--- src/rtl/counter_stimulus_sequencer_pkg.sv ---
// rtl/counter_stimulus_sequencer_pkg.sv - shared levels, DUT mode encodings and sequencer state codes
package counter_stimulus_sequencer_pkg;

  localparam logic ALTO = 1'b1;
  localparam logic BAJO = 1'b0;

  // Counter DUT mode encodings
  localparam logic [1:0] CUENTA_MAS_UNO   = 2'b00;
  localparam logic [1:0] CUENTA_MENOS_UNO = 2'b01;
  localparam logic [1:0] CUENTA_TRES_TRES = 2'b10;
  localparam logic [1:0] CARGA_D          = 2'b11;

  typedef enum logic [2:0] {
    SEQ_IDLE    = 3'd0,
    SEQ_RST     = 3'd1,
    SEQ_LOAD    = 3'd2,
    SEQ_UP      = 3'd3,
    SEQ_DOWN    = 3'd4,
    SEQ_THREE   = 3'd5,
    SEQ_DISABLE = 3'd6,
    SEQ_DONE    = 3'd7
  } seq_state_e;

  // Successor of a handshake-gated phase; used for both handshake and silent timeout
  function automatic seq_state_e next_phase(input seq_state_e s);
    case (s)
      SEQ_LOAD:  return SEQ_UP;
      SEQ_UP:    return SEQ_DOWN;
      SEQ_DOWN:  return SEQ_THREE;
      SEQ_THREE: return SEQ_DISABLE;
      default:   return SEQ_DONE;
    endcase
  endfunction

endpackage

--- src/rtl/counter_stimulus_sequencer_phase_timer.sv ---
// rtl/counter_stimulus_sequencer_phase_timer.sv - saturating per-phase cycle counter with terminal flag
module counter_stimulus_sequencer_phase_timer #(
  parameter int PHASE_CYCLES = 20,
  parameter int CW           = $clog2(PHASE_CYCLES + 1)
) (
  input  logic          clk,
  input  logic          reset,
  input  logic          clear,
  input  logic          enable,
  output logic [CW-1:0] count,
  output logic          terminal
);

  logic [CW-1:0] cnt_q;
  logic [CW-1:0] cnt_d;

  // Clear wins over counting; the count stops at PHASE_CYCLES so it never wraps
  always_comb begin
    cnt_d = cnt_q;
    if (clear) begin
      cnt_d = '0;
    end else if (enable && (cnt_q != CW'(PHASE_CYCLES))) begin
      cnt_d = cnt_q + 1'b1;
    end
  end

  // Count register
  always_ff @(posedge clk) begin
    if (reset) begin
      cnt_q <= '0;
    end else begin
      cnt_q <= cnt_d;
    end
  end

  assign count    = cnt_q;
  assign terminal = (cnt_q == CW'(PHASE_CYCLES - 1));

endmodule

--- src/rtl/counter_stimulus_sequencer.sv ---
// rtl/counter_stimulus_sequencer.sv - counter DUT stimulus sequencer; define REQUIRE_RCO_EN to make timeouts errors
module counter_stimulus_sequencer
  import counter_stimulus_sequencer_pkg::*;
#(
  parameter int WIDTH        = 4,
  parameter int LOAD_VALUE   = 5,
  parameter int PHASE_CYCLES = 20,
  parameter int RESET_CYCLES = 2
) (
  input  logic             clk,
  input  logic             reset,
  input  logic             start,
  input  logic             rco,
  input  logic             load,
  output logic             dut_reset,
  output logic             enable,
  output logic [1:0]       mode,
  output logic [WIDTH-1:0] D,
  output logic             busy,
  output logic             done,
  output logic             error,
  output logic [2:0]       phase
);

  localparam int               CW     = $clog2(PHASE_CYCLES + 1);
  localparam logic [WIDTH-1:0] LOAD_D = WIDTH'(LOAD_VALUE);

  seq_state_e       state_q, state_d;
  logic             dut_reset_q, dut_reset_d;
  logic             enable_q, enable_d;
  logic [1:0]       mode_q, mode_d;
  logic [WIDTH-1:0] d_q, d_d;
  logic             busy_q, busy_d;
  logic             done_q, done_d;
  logic             error_q, error_d;
  logic             handshake;
  logic [CW-1:0]    cnt;
  logic             cnt_terminal;

  counter_stimulus_sequencer_phase_timer #(
    .PHASE_CYCLES (PHASE_CYCLES),
    .CW           (CW)
  ) u_phase_timer (
    .clk      (clk),
    .reset    (reset),
    .clear    (state_d != state_q),
    .enable   (state_q != SEQ_IDLE),
    .count    (cnt),
    .terminal (cnt_terminal)
  );

  // Next state and sticky error; a handshake always beats a same-cycle timeout
  always_comb begin
    state_d   = state_q;
    error_d   = error_q;
    handshake = BAJO;
    case (state_q)
      SEQ_IDLE: begin
        if (start) begin
          state_d = SEQ_RST;
          error_d = BAJO;
        end
      end
      SEQ_RST: begin
        if (cnt == CW'(RESET_CYCLES - 1)) state_d = SEQ_LOAD;
      end
      SEQ_LOAD, SEQ_UP, SEQ_DOWN, SEQ_THREE: begin
        handshake = (state_q == SEQ_LOAD) ? load : rco;
        if (handshake) begin
          state_d = next_phase(state_q);
        end else if (cnt_terminal) begin
`ifdef REQUIRE_RCO_EN
          state_d = SEQ_DONE;
          error_d = ALTO;
`else
          state_d = next_phase(state_q);
`endif
        end
      end
      SEQ_DISABLE: begin
        if (cnt == CW'(1)) state_d = SEQ_DONE;
      end
      SEQ_DONE: begin
        if (start) begin
          state_d = SEQ_RST;
          error_d = BAJO;
        end
      end
    endcase
  end

  // Output values for the state being entered, so they register alongside the state
  always_comb begin
    dut_reset_d = ALTO;
    enable_d    = BAJO;
    mode_d      = CUENTA_MAS_UNO;
    d_d         = '0;
    busy_d      = BAJO;
    done_d      = BAJO;
    case (state_d)
      SEQ_IDLE: begin
      end
      SEQ_RST: begin
        enable_d = ALTO;
        busy_d   = ALTO;
      end
      SEQ_LOAD: begin
        dut_reset_d = BAJO;
        enable_d    = ALTO;
        mode_d      = CARGA_D;
        d_d         = LOAD_D;
        busy_d      = ALTO;
      end
      SEQ_UP: begin
        dut_reset_d = BAJO;
        enable_d    = ALTO;
        mode_d      = CUENTA_MAS_UNO;
        d_d         = LOAD_D;
        busy_d      = ALTO;
      end
      SEQ_DOWN: begin
        dut_reset_d = BAJO;
        enable_d    = ALTO;
        mode_d      = CUENTA_MENOS_UNO;
        d_d         = LOAD_D;
        busy_d      = ALTO;
      end
      SEQ_THREE: begin
        dut_reset_d = BAJO;
        enable_d    = ALTO;
        mode_d      = CUENTA_TRES_TRES;
        d_d         = LOAD_D;
        busy_d      = ALTO;
      end
      SEQ_DISABLE: begin
        dut_reset_d = BAJO;
        mode_d      = CUENTA_TRES_TRES;
        d_d         = LOAD_D;
        busy_d      = ALTO;
      end
      SEQ_DONE: begin
        mode_d = CUENTA_TRES_TRES;
        d_d    = LOAD_D;
        done_d = ALTO;
      end
    endcase
  end

  // State and output registers
  always_ff @(posedge clk) begin
    if (reset) begin
      state_q     <= SEQ_IDLE;
      dut_reset_q <= ALTO;
      enable_q    <= BAJO;
      mode_q      <= CUENTA_MAS_UNO;
      d_q         <= '0;
      busy_q      <= BAJO;
      done_q      <= BAJO;
      error_q     <= BAJO;
    end else begin
      state_q     <= state_d;
      dut_reset_q <= dut_reset_d;
      enable_q    <= enable_d;
      mode_q      <= mode_d;
      d_q         <= d_d;
      busy_q      <= busy_d;
      done_q      <= done_d;
      error_q     <= error_d;
    end
  end

  assign dut_reset = dut_reset_q;
  assign enable    = enable_q;
  assign mode      = mode_q;
  assign D         = d_q;
  assign busy      = busy_q;
  assign done      = done_q;
  assign error     = error_q;
  assign phase     = state_q;

endmodule

--- config.mk ---
export PLATFORM = sky130hd
export DESIGN_NAME = counter_stimulus_sequencer
export DESIGN_NICKNAME = d
export VERILOG_FILES = /design/src/rtl/counter_stimulus_sequencer_pkg.sv /design/src/rtl/counter_stimulus_sequencer_phase_timer.sv /design/src/rtl/counter_stimulus_sequencer.sv
export SDC_FILE = /design/constraint.sdc
export NUM_CORES = 1
export LEC_CHECK = 0
export BUFFER_PORTS_ARGS = -buffer_cell sky130_fd_sc_hd__buf_2
export CORE_MARGIN = 2
export CORE_UTILIZATION = 35
export CTS_BUF_LIST = sky130_fd_sc_hd__clkbuf_16
export CTS_CLUSTER_SIZE = 14
export DETAILED_ROUTE_END_ITERATION = 10
export HOLD_SLACK_MARGIN = 0.03
export MAX_ROUTING_LAYER = met4
export PLACE_DENSITY = 0.65
export SETUP_SLACK_MARGIN = 0.05
export SLEW_MARGIN = 20
export SYNTH_ARGS = -nofsm -noshare
export SYNTH_HDL_FRONTEND = slang
export SYNTH_SLANG_ARGS = --single-unit
--- constraint.sdc ---
create_clock -name clk -period 2.94 [get_ports clk]
set_input_delay 0.441 -clock clk [delete_from_list [all_inputs] [get_ports clk]]
set_output_delay 0.441 -clock clk [all_outputs]
set_load 0.01 [all_outputs]
---- Yosys cells after proc, flatten, opt, wreduce, memory -nomap -nowiden ----
Cells that the tools add are included.
storage, ports and cells
  bits in registers ....................... 18
  input bits .............................. 5
  output and inout port bits .............. 14
  word-level logic and storage cells ...... 52
cells by class
  add/sub/neg operators ................... 1
  eq/ne operators ......................... 18
  multiplexer cells ....................... 14
  reduce and logical (&&, ||, !) cells .... 11
operators with widths
  kind                                                             count
  3-bit == test, second input constant                             8
  3-bit one-hot mux with 4 select lines                            2
  3-bit two-way mux                                                6
  3-bit by 2-bit == test with 1-bit output, second input constant  4
  6-bit OR reduction                                               2
  5-bit OR reduction                                               2
  3-bit by 1-bit == test with 1-bit output, second input constant  2
  2-bit one-hot mux with 3 select lines                            1
  5-bit by 1-bit adder with 5-bit output, second input constant    1
  5-bit by 1-bit == test with 1-bit output, second input constant  1
  5-bit == test, second input constant                             1
  1-bit two-way mux                                                5
  5-bit != test, second input constant                             1
  2-bit OR reduction                                               2
  4-bit OR reduction                                               1
  3-bit zero test                                                  1
  3-bit != test                                                    1
  3-bit nonzero test                                               1
  3-bit OR reduction                                               1
  1-bit logical AND                                                1

---- Depth between registers and ports, before layout ----
  depth after elaboration ................. 8
  gate-level depth with buffers ........... 10
  gate-level depth less buffers ........... 8

---- Cells and area by module ----
From an unflattened synthesis, not the netlist that was laid out.
second synthesis, totals
  cells, all modules ...................... 113
  area total of the unflattened synthesis .. 979.7 sq um
modules (own cells, without submodules)
  module                                  times used  cells each  area an instance (sq um)  seq. area each (sq um)
  counter_stimulus_sequencer              1           83          705.7                     200.2
  counter_stimulus_sequencer_phase_timer  1           30          274.0                     100.1

---- Worst setup path before layout ----
Ideal clock, no wire load.
  path type ............................... flip-flop to flip-flop
  start ................................... register state_q[1], in the netlist phase[1]
  end ..................................... register dut_reset_q, in the netlist dut_reset
  setup time .............................. 0.127 ns
  arrival ................................. 2.323 ns
  data required time ...................... 2.813 ns
  setup slack ............................. 0.490 ns
  cell stages (with the launch flop) ...... 11
  buffers on the path ..................... 3
  clock period less this slack ............ 2.450 ns
  path through ............................ dfxtp_1 > buf_4 > clkbuf_8 > inv_1 > ha_1 > buf_2 > and3_1 > o31a_1 > a311oi_4 > nor3_2 > or3_1
between the ends
  cells in the longest elaborated chain, start to end .. 8
  elaborated cells on any way between the ends .. 25
  classes of those cells .................. 12 x eq/ne; 9 x mux; 4 x reduce/logical
ends and longest elaborated chain
  item                                                                              line                                  text
  from (decl)                                                                       counter_stimulus_sequencer.sv:28      seq_state_e state_q, state_d;
  from (signal assigned)                                                            counter_stimulus_sequencer.sv:161     state_q <= state_d;
  3-bit == test / 3-bit by 2-bit == test with 1-bit output (equally long branches)  -
  3-bit one-hot mux with 4 select lines                                             counter_stimulus_sequencer_pkg.sv:26  case (s)
  3-bit two-way mux                                                                 counter_stimulus_sequencer.sv:71      end else if (cnt_terminal) begin
  3-bit two-way mux                                                                 counter_stimulus_sequencer.sv:69      if (handshake) begin
  3-bit one-hot mux with 4 select lines (*)                                         counter_stimulus_sequencer.sv:57      case (state_q)
  3-bit == test / 3-bit by 2-bit == test with 1-bit output (equally long branches)  counter_stimulus_sequencer.sv:100     case (state_d)
  5-bit OR reduction (no source line) (*)                                           -
  1-bit two-way mux (*)                                                             counter_stimulus_sequencer.sv:100
  to (signal assigned)                                                              counter_stimulus_sequencer.sv:162     dut_reset_q <= dut_reset_d;
  to (decl)                                                                         counter_stimulus_sequencer.sv:29      logic dut_reset_q, dut_reset_d;
Mark *: on every way between the ends. The rest lies on a longest branch, timed or not.
A chain may end at the register's enable or synchronous reset.

---- Worst setup path in the final report ----
Same ends and word-level chain as after synthesis.

==> flow_summary.json <==
{
  "hold_class": "in -> reg",
  "antenna_diode_count": 0,
  "cts.repair.resized": 0,
  "synth.lib_cells_used.distinct": 50,
  "cp_max_fo": 12,
  "io_pins": 19,
  "timing_hold_violations_final": 0,
  "post_route_cells_drive_above_1_share_pct": 31.4,
  "drtAntennaViolNets": 0,
  "final.period_utilization_pct": 80.4,
  "vias": 826,
  "maxSlewViolCount": 0,
  "worst_hold_path.num_cells": 2,
  "outcome": "finished, final reports clean",
  "cts_root_buf": "sky130_fd_sc_hd__clkbuf_16",
  "yosysTopAreaCellShare_pct": 28.9,
  "grt_remaining_overflow": 0,
  "synth.top_cells.by_area": "sky130_fd_sc_hd__dfxtp_1 29%, sky130_fd_sc_hd__ha_1 4.8%, sky130_fd_sc_hd__nor2_1 4.0%, sky130_fd_sc_hd__buf_4 3.6%, sky130_fd_sc_hd__xnor2_1 3.4%",
  "cts_hold_buffers": 0,
  "post-route-drc-count": 0,
  "place_worst_setup_slack_ps": 608,
  "dp_hpwl_um": 1480,
  "yosysWarnings": 0,
  "syn-mean-instance-area_sq_um": 9.54,
  "finalWeightedCongestion": 0.784,
  "max-slew-margin-rel_pct": 61.8,
  "number_of_antenna_violations_at_the_first_check_in_global_routing": 0,
  "grt_max_degree": 19,
  "post-synth-top-area-cell": "sky130_fd_sc_hd__dfxtp_1",
  "worst-endpoint-arrival_ps": 2490,
  "synth-main-ff-cell": "sky130_fd_sc_hd__dfxtp_1",
  "critical_path.endpoint_type": "flop",
  "final_nets": 131,
  "num_clock_sinks": 15,
  "cp_data_required_time_ps": 3060,
  "placed_area_sq_mm": 0.00107,
  "final.setup_skew_ps": 6.87,
  "worst_skew_pair.late_latency_ps": 240,
  "cellLeakagePower_nw": 0.455,
  "finish.utilization_pct": 41.4,
  "grt.busiest_layer": "met2",
  "layout.cells.most_common_list": "15 x sky130_fd_sc_hd__dfxtp_1, 15 x sky130_fd_sc_hd__buf_2, 11 x sky130_fd_sc_hd__nor2_1",
  "use_met1_pct": 16.9,
  "placed_cells": 148,
  "syn-cell-area_sq_mm": 0.00104,
  "synth_sequential_area_ratio_pct": 28.9,
  "final_area_sq_mm": 0.00115,
  "syn_inst": 109,
  "port-buffer-count": 15,
  "worstHoldEndpoint": "D[0]",
  "start_util_pct": 37.4,
  "detail_route.first_pass.iterations": 4,
  "area_of_the_die_sq_mm": 0.00342,
  "post_layout_nonfiller_instances": 152,
  "h-tree-depth": 1,
  "setup-violations-final": 0,
  "core-area_sq_mm": 0.00278,
  "std_cell_rows": 19,
  "grt_pass1_vias": 705,
  "worst_slack_ps": 577,
  "wire_per_inst_um": 12.9,
  "cts_tree": "done",
  "worst_setup_path_start_kind": "flop",
  "drt-total-wl_um": 1960,
  "worst_setup_hold_path_clk_slew_ps": 50,
  "pwr_density_cell_mw_per_mm2": 532,
  "clock_buffer_depth": 2,
  "ys_async_sr_fraction_pct": 0,
  "number_of_flops_mapped_to_enable_cells_by_yosys": 0,
  "global_route.usage.met3_pct": 3.30,
  "finalSetupTns_ps": 0,
  "nFillCells": 290,
  "max_cap_viol_count": 0,
  "worst_ir_drop_vdd_mv": 0.396,
  "die_w_um": 58.5,
  "maxClockFrequency_mhz": 423,
  "setup_repair_after_global_routing_missed_its_margin": "no",
  "fp.dieH_um": 58.5,
  "origin_of_the_worst_min_delay_path": "reset",
  "numCtsBuffers": 3,
  "ys_ff_latch": 15,
  "worst_pin_slew_ps": 572,
  "wire_length_of_the_first_global_routing_pass_um": 3160,
  "worst-r2r-cell-count": 8,
  "timing.setup.critical_path_class": "reg -> reg",
  "crit-reg2reg-capture": "dut_reset",
  "worst_reg2reg_setup_slack_ps": 580,
  "grtUsageTotal_pct": 12.4,
  "fin_crit_ps": 2360,
  "area_delta_synth_final_pct": 10.8,
  "drt_iter0_markers": 22,
  "worstReg2RegStart": "phase[1]",
  "grt_util_met2_pct": 17.3,
  "viasPerCell": 5.43,
  "cts_setup_buffers": 0
}
[routing by layer]
metal | vias to the layer above | part of all wire (%)
met5 | - | 0
met4 | 0 | 0.41
met3 | 2 | 4.5
met2 | 23 | 47
met1 | 388 | 48
li1 | 413 | -
[worst max path at each step]
stage	start	end	slack, ps	cells after the start
after floorplan	phase[1]	dut_reset	490	10
after global placement	phase[1]	dut_reset	690	8
after detailed placement	phase[1]	dut_reset	610	8
after CTS	phase[1]	dut_reset	590	8
after global routing	phase[1]	dut_reset	440	8
final	phase[1]	dut_reset	580	8
[logic make-up after synthesis]
kind of cell    count (synthesis)  share of synthesized area (%)
fa+ha+maj                       4                           4.81
compound gates                 23                           20.8
flops                          15                           28.9
buf+inv                        16                           11.7
xor+xnor                        6                           5.05
mux                             1                          0.963
other cells                     1                          0.361
simple gates                   43                           27.4
[per-stage QoR]
stage	hold WS [ps]	power (mW)
2_1_floorplan	510	0.345
3_3_place_gp	535	0.360
3_5_place_dp	546	0.363
4_1_cts	512	0.623
5_1_grt	523	0.644
6_report	512	0.614
[registers in the layout, indices dropped and copies added, names as in the netlist]
name and count:
D 1, busy 1, done 1, dut_reset 1, enable 1, mode 2, phase 3, u_phase_timer.count 5
[synthesized netlist by cell type (2+ instances only)]
cell type,number
sky130_fd_sc_hd__a31oi_1,2
sky130_fd_sc_hd__ha_1,4
sky130_fd_sc_hd__nor3_1,3
sky130_fd_sc_hd__a311o_1,2
sky130_fd_sc_hd__buf_4,5
sky130_fd_sc_hd__inv_1,5
sky130_fd_sc_hd__nand4_1,2
sky130_fd_sc_hd__xor2_1,2
sky130_fd_sc_hd__a21oi_1,3
sky130_fd_sc_hd__nor2_1,11
sky130_fd_sc_hd__a211oi_1,2
sky130_fd_sc_hd__buf_6,2
sky130_fd_sc_hd__o211ai_1,3
sky130_fd_sc_hd__xnor2_1,4
sky130_fd_sc_hd__nor4_1,2
sky130_fd_sc_hd__clkbuf_8,2
sky130_fd_sc_hd__nand2_1,4
sky130_fd_sc_hd__or3_2,2
sky130_fd_sc_hd__nand3_1,4
sky130_fd_sc_hd__dfxtp_1,15
[power breakdown]
group / switching [mW] / internal, mW
Sequential: 0.0138 / 0.218
Clock: 0.0753 / 0.179
Combinational: 0.0719 / 0.0553
Total: 0.161 / 0.453
[final cells by class]
class	count	area [sq um]	area share, %
clock buffers	3	75.1	6.51
inverters	5	18.8	1.63
multi-input cells	80	626	54.3
well taps	31	38.8	3.37
repair buffers	17	90.1	7.82
clock inverters	1	3.75	0.326
flip-flops and latches	15	300	26.1
[worst max-delay path, cell delays in order (launching register included)]
cell                       delay [ps]
sky130_fd_sc_hd__dfxtp_1          330
sky130_fd_sc_hd__inv_1             70
sky130_fd_sc_hd__ha_1             500
sky130_fd_sc_hd__or2_2            230
sky130_fd_sc_hd__nor2_1            50
sky130_fd_sc_hd__o31a_1           300
sky130_fd_sc_hd__a311oi_4         350
sky130_fd_sc_hd__nor3_2           100
sky130_fd_sc_hd__or3_1            310
Power figures use the tool's default switching activity.
